$ cat src/rtl/fetch_queue.sv
// Instruction fetch queue.
// Issues word-aligned fetch requests to instruction memory, collects the
// in-order responses into a small FIFO and presents the head entry to decode.
// A redirect flushes the FIFO, restarts fetch at the new address and marks
// every response still in flight as stale so it is dropped when it returns.

module fetch_queue #(
    parameter logic [31:0] RESET_PC = 32'h0000_0000,
    parameter int          DEPTH    = 2
) (
    input  logic        clk,
    input  logic        rst_n,

    input  logic        redirect_valid,
    input  logic [31:0] redirect_pc,

    output logic        imem_req,
    output logic [31:0] imem_addr,
    input  logic        imem_gnt,
    input  logic        imem_rvalid,
    input  logic [31:0] imem_rdata,

    output logic        inst_valid,
    output logic [31:0] inst_out,
    output logic [31:0] inst_pc,
    input  logic        inst_ready
);

    // Pointer width for the FIFO and count width able to hold 0..DEPTH.
    localparam int PW = (DEPTH > 1) ? $clog2(DEPTH) : 1;
    localparam int CW = $clog2(DEPTH) + 1;
    localparam logic [CW:0] DEPTH_W = (CW + 1)'(DEPTH);

    logic [31:0]   fetch_pc;
    logic [31:0]   resp_pc;
    logic [CW-1:0] occupancy;
    logic [CW-1:0] outstanding;
    logic [CW-1:0] discard;
    logic [PW-1:0] head;
    logic [PW-1:0] tail;

    logic [31:0]   inst_mem [DEPTH];
    logic [31:0]   pc_mem   [DEPTH];

    logic [CW:0]   in_flight;
    logic [31:0]   redirect_base;
    logic          grant;
    logic          resp_fire;
    logic          resp_stale;
    logic          push;
    logic          pop;

    // The low address bits of a redirect target are meaningless for a
    // word-aligned fetch; they are read here only so they are not dangling.
    logic unused_redirect_bits;
    assign unused_redirect_bits = ^redirect_pc[1:0];

    assign redirect_base = {redirect_pc[31:2], 2'b00};

    // Entries already queued plus words still owed by memory; capping the
    // sum at DEPTH guarantees every response finds a free slot.
    assign in_flight = {1'b0, occupancy} + {1'b0, outstanding};

    // Gated by rst_n directly so requests stop the instant reset asserts and
    // start in the very first cycle after it releases.
    assign imem_req  = rst_n && !redirect_valid && (in_flight < DEPTH_W);
    assign imem_addr = fetch_pc;
    assign grant     = imem_req && imem_gnt;

    // A response with nothing outstanding is a protocol violation and is
    // ignored entirely.
    assign resp_fire  = imem_rvalid && (outstanding != '0);
    assign resp_stale = resp_fire && (discard != '0);

    // A redirect wins over any push or pop in the same cycle.
    assign push = resp_fire && !resp_stale && !redirect_valid;
    assign pop  = inst_valid && inst_ready && !redirect_valid;

    assign inst_valid = (occupancy != '0);
    assign inst_out   = inst_mem[head];
    assign inst_pc    = pc_mem[head];

    // Request side: next fetch address and count of responses still owed.
    always_ff @(posedge clk or negedge rst_n) begin
        if (!rst_n) begin
            fetch_pc    <= RESET_PC;
            outstanding <= '0;
        end else if (redirect_valid) begin
            // No grant is possible while redirecting, only a returning word.
            fetch_pc    <= redirect_base;
            outstanding <= outstanding - CW'(resp_fire);
        end else begin
            if (grant) begin
                fetch_pc <= fetch_pc + 32'd4;
            end
            outstanding <= outstanding + CW'(grant) - CW'(resp_fire);
        end
    end

    // Response side: address tagging of kept words and stale-word dropping.
    always_ff @(posedge clk or negedge rst_n) begin
        if (!rst_n) begin
            resp_pc <= RESET_PC;
            discard <= '0;
        end else if (redirect_valid) begin
            // Everything still owed after this cycle belongs to the old stream.
            resp_pc <= redirect_base;
            discard <= outstanding - CW'(resp_fire);
        end else begin
            if (resp_stale) begin
                discard <= discard - CW'(1);
            end
            if (push) begin
                resp_pc <= resp_pc + 32'd4;
            end
        end
    end

    // FIFO bookkeeping: head/tail pointers and occupancy.
    always_ff @(posedge clk or negedge rst_n) begin
        if (!rst_n) begin
            head      <= '0;
            tail      <= '0;
            occupancy <= '0;
        end else if (redirect_valid) begin
            head      <= '0;
            tail      <= '0;
            occupancy <= '0;
        end else begin
            if (push) begin
                tail <= tail + PW'(1);
            end
            if (pop) begin
                head <= head + PW'(1);
            end
            occupancy <= occupancy + CW'(push) - CW'(pop);
        end
    end

    // FIFO storage: instruction word and its address written at the tail.
    always_ff @(posedge clk) begin
        if (push) begin
            inst_mem[tail] <= imem_rdata;
            pc_mem[tail]   <= resp_pc;
        end
    end

endmodule

$ cat config.mk
export PLATFORM = sky130hd
export DESIGN_NAME = fetch_queue
export DESIGN_NICKNAME = d
export VERILOG_FILES = /design/src/rtl/fetch_queue.sv
export SDC_FILE = /design/constraint.sdc
export NUM_CORES = 1
export LEC_CHECK = 0
export CAP_MARGIN = 20
export CORE_MARGIN = 1.5
export CORE_UTILIZATION = 46
export CTS_BUF_LIST = sky130_fd_sc_hd__clkbuf_16
export CTS_CLUSTER_DIAMETER = 30
export CTS_CLUSTER_SIZE = 16
export DETAILED_ROUTE_END_ITERATION = 8
export PLACE_DENSITY = 0.75
export SLEW_MARGIN = 10
export SYNTH_ARGS = -nofsm -noshare
export SYNTH_HDL_FRONTEND = slang
export SYNTH_SLANG_ARGS = --single-unit
export TNS_END_PERCENT = 10
$ cat constraint.sdc
create_clock -name clk -period 4 [get_ports clk]
set_input_delay 0.8 -clock clk [delete_from_list [all_inputs] [get_ports clk]]
set_output_delay 0.8 -clock clk [all_outputs]
set_load 0.05 [all_outputs]
==> results.yml <==
clocking:
  max-clock-path-buffers: 2
  numClockSinks: 192
  tritoncts: "done"
  cts_inserted_buffers: 17
  clk_transition_reported_paths_ps: 70
  hold_buffers: 0
  insertion_delay_ps: 430
  cts_setup_buffers: 0
  cts-root-buf: "clkbuf_16"
  htree_levels: 4
  cts_resized: 0
setup_path:
  critPathArrivalTime_ps: 2740
  rrSetupSlack_ps: 960
  critPathMaxStageDelay_ps: 870
  crit-reg2reg-launch: "outstanding[0]$_DFF_PN0_"
  rr_worst_depth: 11
  endpoint: "imem_req"
  startpoint_type: "register"
  cp.depth: 4
  worstSetupStartpoint: "outstanding[0]$_DFF_PN0_"
  endpoint_kind: "output port"
  worstSetupPathType: "register to output port"
  slowest_stage: "clkdlybuf4s50_1"
  path_max_fanout: 7
  timing.rr.end: "outstanding[1]$_DFF_PN0_"
  crit_family: "buffers and inverters"
  required_ps: 3200
  cp_cell_sequence: "and2_1 > fa_1 > nor4b_2 > clkdlybuf4s50_1"
  path_buf_inv: 1
logic_synthesis:
  syn_area_um2: 8410
  ys_ff_latch: 192
  synth-edff-count: 124
  synthCells: 624
  yosysWarnings: 0
  avgSynthCellArea_um2: 13.5
  ys_seq_area_share_pct: 64.5
  synth_cell_types: 53
  async_flop_share_pct: 35.4
  synth_ff_type: "edfxtp_1"
drt:
  ant_nets: 0
  wl_per_cell_um: 18.3
  drt_iter0_drc: 448
  routed_via_density: 5.63
  routed-via-count: 5791
  post-route-drc-count: 0
  drt_wl_total_um: 18800
  first_pass_iters: 6
run:
  cap_viol_max_count: 0
final_layout:
  num_antenna_cells: 0
  layout_common_cells: "clkdlybuf4s50_1 (159), edfxtp_1 (124), dfrtp_1 (67)"
  fin_nets: 865
  final_common_cell: "clkdlybuf4s50_1"
  syn_to_final_growth_pct: 29.0
  drive_gt1_share_pct: 14.5
placement:
  portBuffers: 161
  hpwl_um: 12700
  place_congestion: 0.919
timing:
  min_period_ps: 3540
  grt_setup_unrepaired: "false"
  drv_slew: 0
  hold_violations: 0
  max_freq_mhz: 282
  setup_tns_ps: 0
  max_slew.worst_pin.slew_ps: 932
  fin_skew_ps: 11.6
  slew_headroom_pct: 37.4
  fin_crit_sh_pct: 88.6
  setup_viol: 0
  holdWs_ps: 484
floorplan:
  die_h_um: 138
  rows: 49
  io_pins: 168
  dieArea_um2: 19100
  core_um2: 18000
  die_x_um: 138
  initial_core_util_pct: 46.8
grt:
  grt.total_usage_pct: 20.1
  grt-ovfl-total: 0
  grt_pass1_wl_um: 30600
  grt_antenna_before_repair: 0
  grt_pass1_vias: 5899
  grt_max_degree: 70
pwr:
  leakage_nw: 3.89
  worst_ir_drop_vdd_mv: 0.340
  p_per_area_nw_per_um2: 540
outcome:
  status: "completed"
min_path:
  hp-class: "register to register"
cell usage after synthesis, types with 2 or more instances:
cell,instances,area share (%)
a21o_1,4,0.36
a21oi_1,7,0.42
a31oi_1,4,0.30
and2_1,5,0.37
and3_1,10,0.74
and4_1,5,0.52
buf_2,4,0.24
buf_4,4,0.36
clkbuf_1,19,0.85
dfrtp_1,68,20
edfxtp_1,124,44
ha_1,8,1.2
inv_1,8,0.36
mux2_2,63,8.4
mux2i_1,3,0.36
nand2_1,61,2.7
nand2b_1,2,0.15
nand3_1,33,2.0
nand3_4,2,0.42
nand4_1,19,1.4
nand4b_1,2,0.21
nor2_1,19,0.85
nor2b_1,3,0.22
nor3_1,8,0.48
nor4_2,2,0.30
nor4_4,2,0.51
o211a_1,3,0.36
o211ai_1,13,1.2
o21a_1,2,0.18
o21ai_0,42,2.5
o311ai_0,17,1.8
xnor2_1,11,1.1
xor2_1,27,2.8
metrics by stage:
step / cell area (um2) / util, % / cells / power (W) / setup WS [ps]
after detailed placement: 10300 / 57.3 / 996 / 0.00430 / 923
final: 10900 / 60.4 / 1028 / 0.00586 / 457
after global routing: 10900 / 60.4 / 1028 / 0.00610 / 380
after CTS: 10900 / 60.4 / 1028 / 0.00590 / 442
after global placement: 10300 / 57.3 / 996 / 0.00426 / 907
after floorplan: 8430 / - / 627 / 0.00371 / 321
state kept, by name, indices dropped and copies added (netlist names):
name         count
inst_mem        64
pc_mem          60
imem_addr       30
resp_pc         30
discard          2
occupancy        2
outstanding      2
head             1
tail             1
final cells by class:
type / count / area [um2]
clock buffers: 19 / 475
flip-flops and latches: 192 / 5430
fillers: 1390 / 7110
inverters: 10 / 37.5
clock inverters: 13 / 87.6
repair buffers: 169 / 1700
well taps: 229 / 287
multi-input cells: 396 / 2840
layer usage:
metal	up-vias	global-route usage, %	wire (um)
met3	25	4.99	1120
li1	2680	-	-
met4	0	6.37	295
met1	2815	27.5	8540
met2	271	31.9	8840
met5	-	0	0
cell families after synthesis:
group / synth area share [%]
buffers and inverters: 1.99
muxes: 8.79
DFF: 64.5
and+or+nand+nor: 11.5
xor gates and xnor gates: 3.96
AOI/OAI and AO/OA: 7.84
adders and majority gates: 1.43
other: 0.0446
power by group:
group / switching [W] / internal, W
clock network: 0.000724 / 0.000869
registers: 0.000197 / 0.00233
logic: 0.00108 / 0.000654
total: 0.00200 / 0.00386
worst min-delay path by stage:
| stage | start | to | slack, ps | cells after the start |
|---|---|---|---|---|
| 2_1_floorplan | resp_pc[20]$_DFFE_PN0N_ | pc_mem[0][20]$_DFFE_PP_ | 440 | 0 |
| 3_3_place_gp | resp_pc[20]$_DFFE_PN0N_ | pc_mem[0][20]$_DFFE_PP_ | 460 | 0 |
| 3_5_place_dp | resp_pc[20]$_DFFE_PN0N_ | pc_mem[0][20]$_DFFE_PP_ | 480 | 0 |
| 4_1_cts | resp_pc[20]$_DFFE_PN0N_ | pc_mem[0][20]$_DFFE_PP_ | 490 | 0 |
| 5_1_grt | resp_pc[20]$_DFFE_PN0N_ | pc_mem[0][20]$_DFFE_PP_ | 490 | 0 |
| 6_report | resp_pc[20]$_DFFE_PN0N_ | pc_mem[0][20]$_DFFE_PP_ | 480 | 0 |
worst register-to-register path, delay by kind of cell, from the launching register on:
family	cells	cell delay, ps
AOI/OAI and AO/OA	1	240
xor gates and xnor gates	2	320
adders and majority gates	3	1010
buffers and inverters	2	230
DFF	1	450
and+or+nand+nor	3	720
No activity file was read; power rests on OpenSTA's default activity.
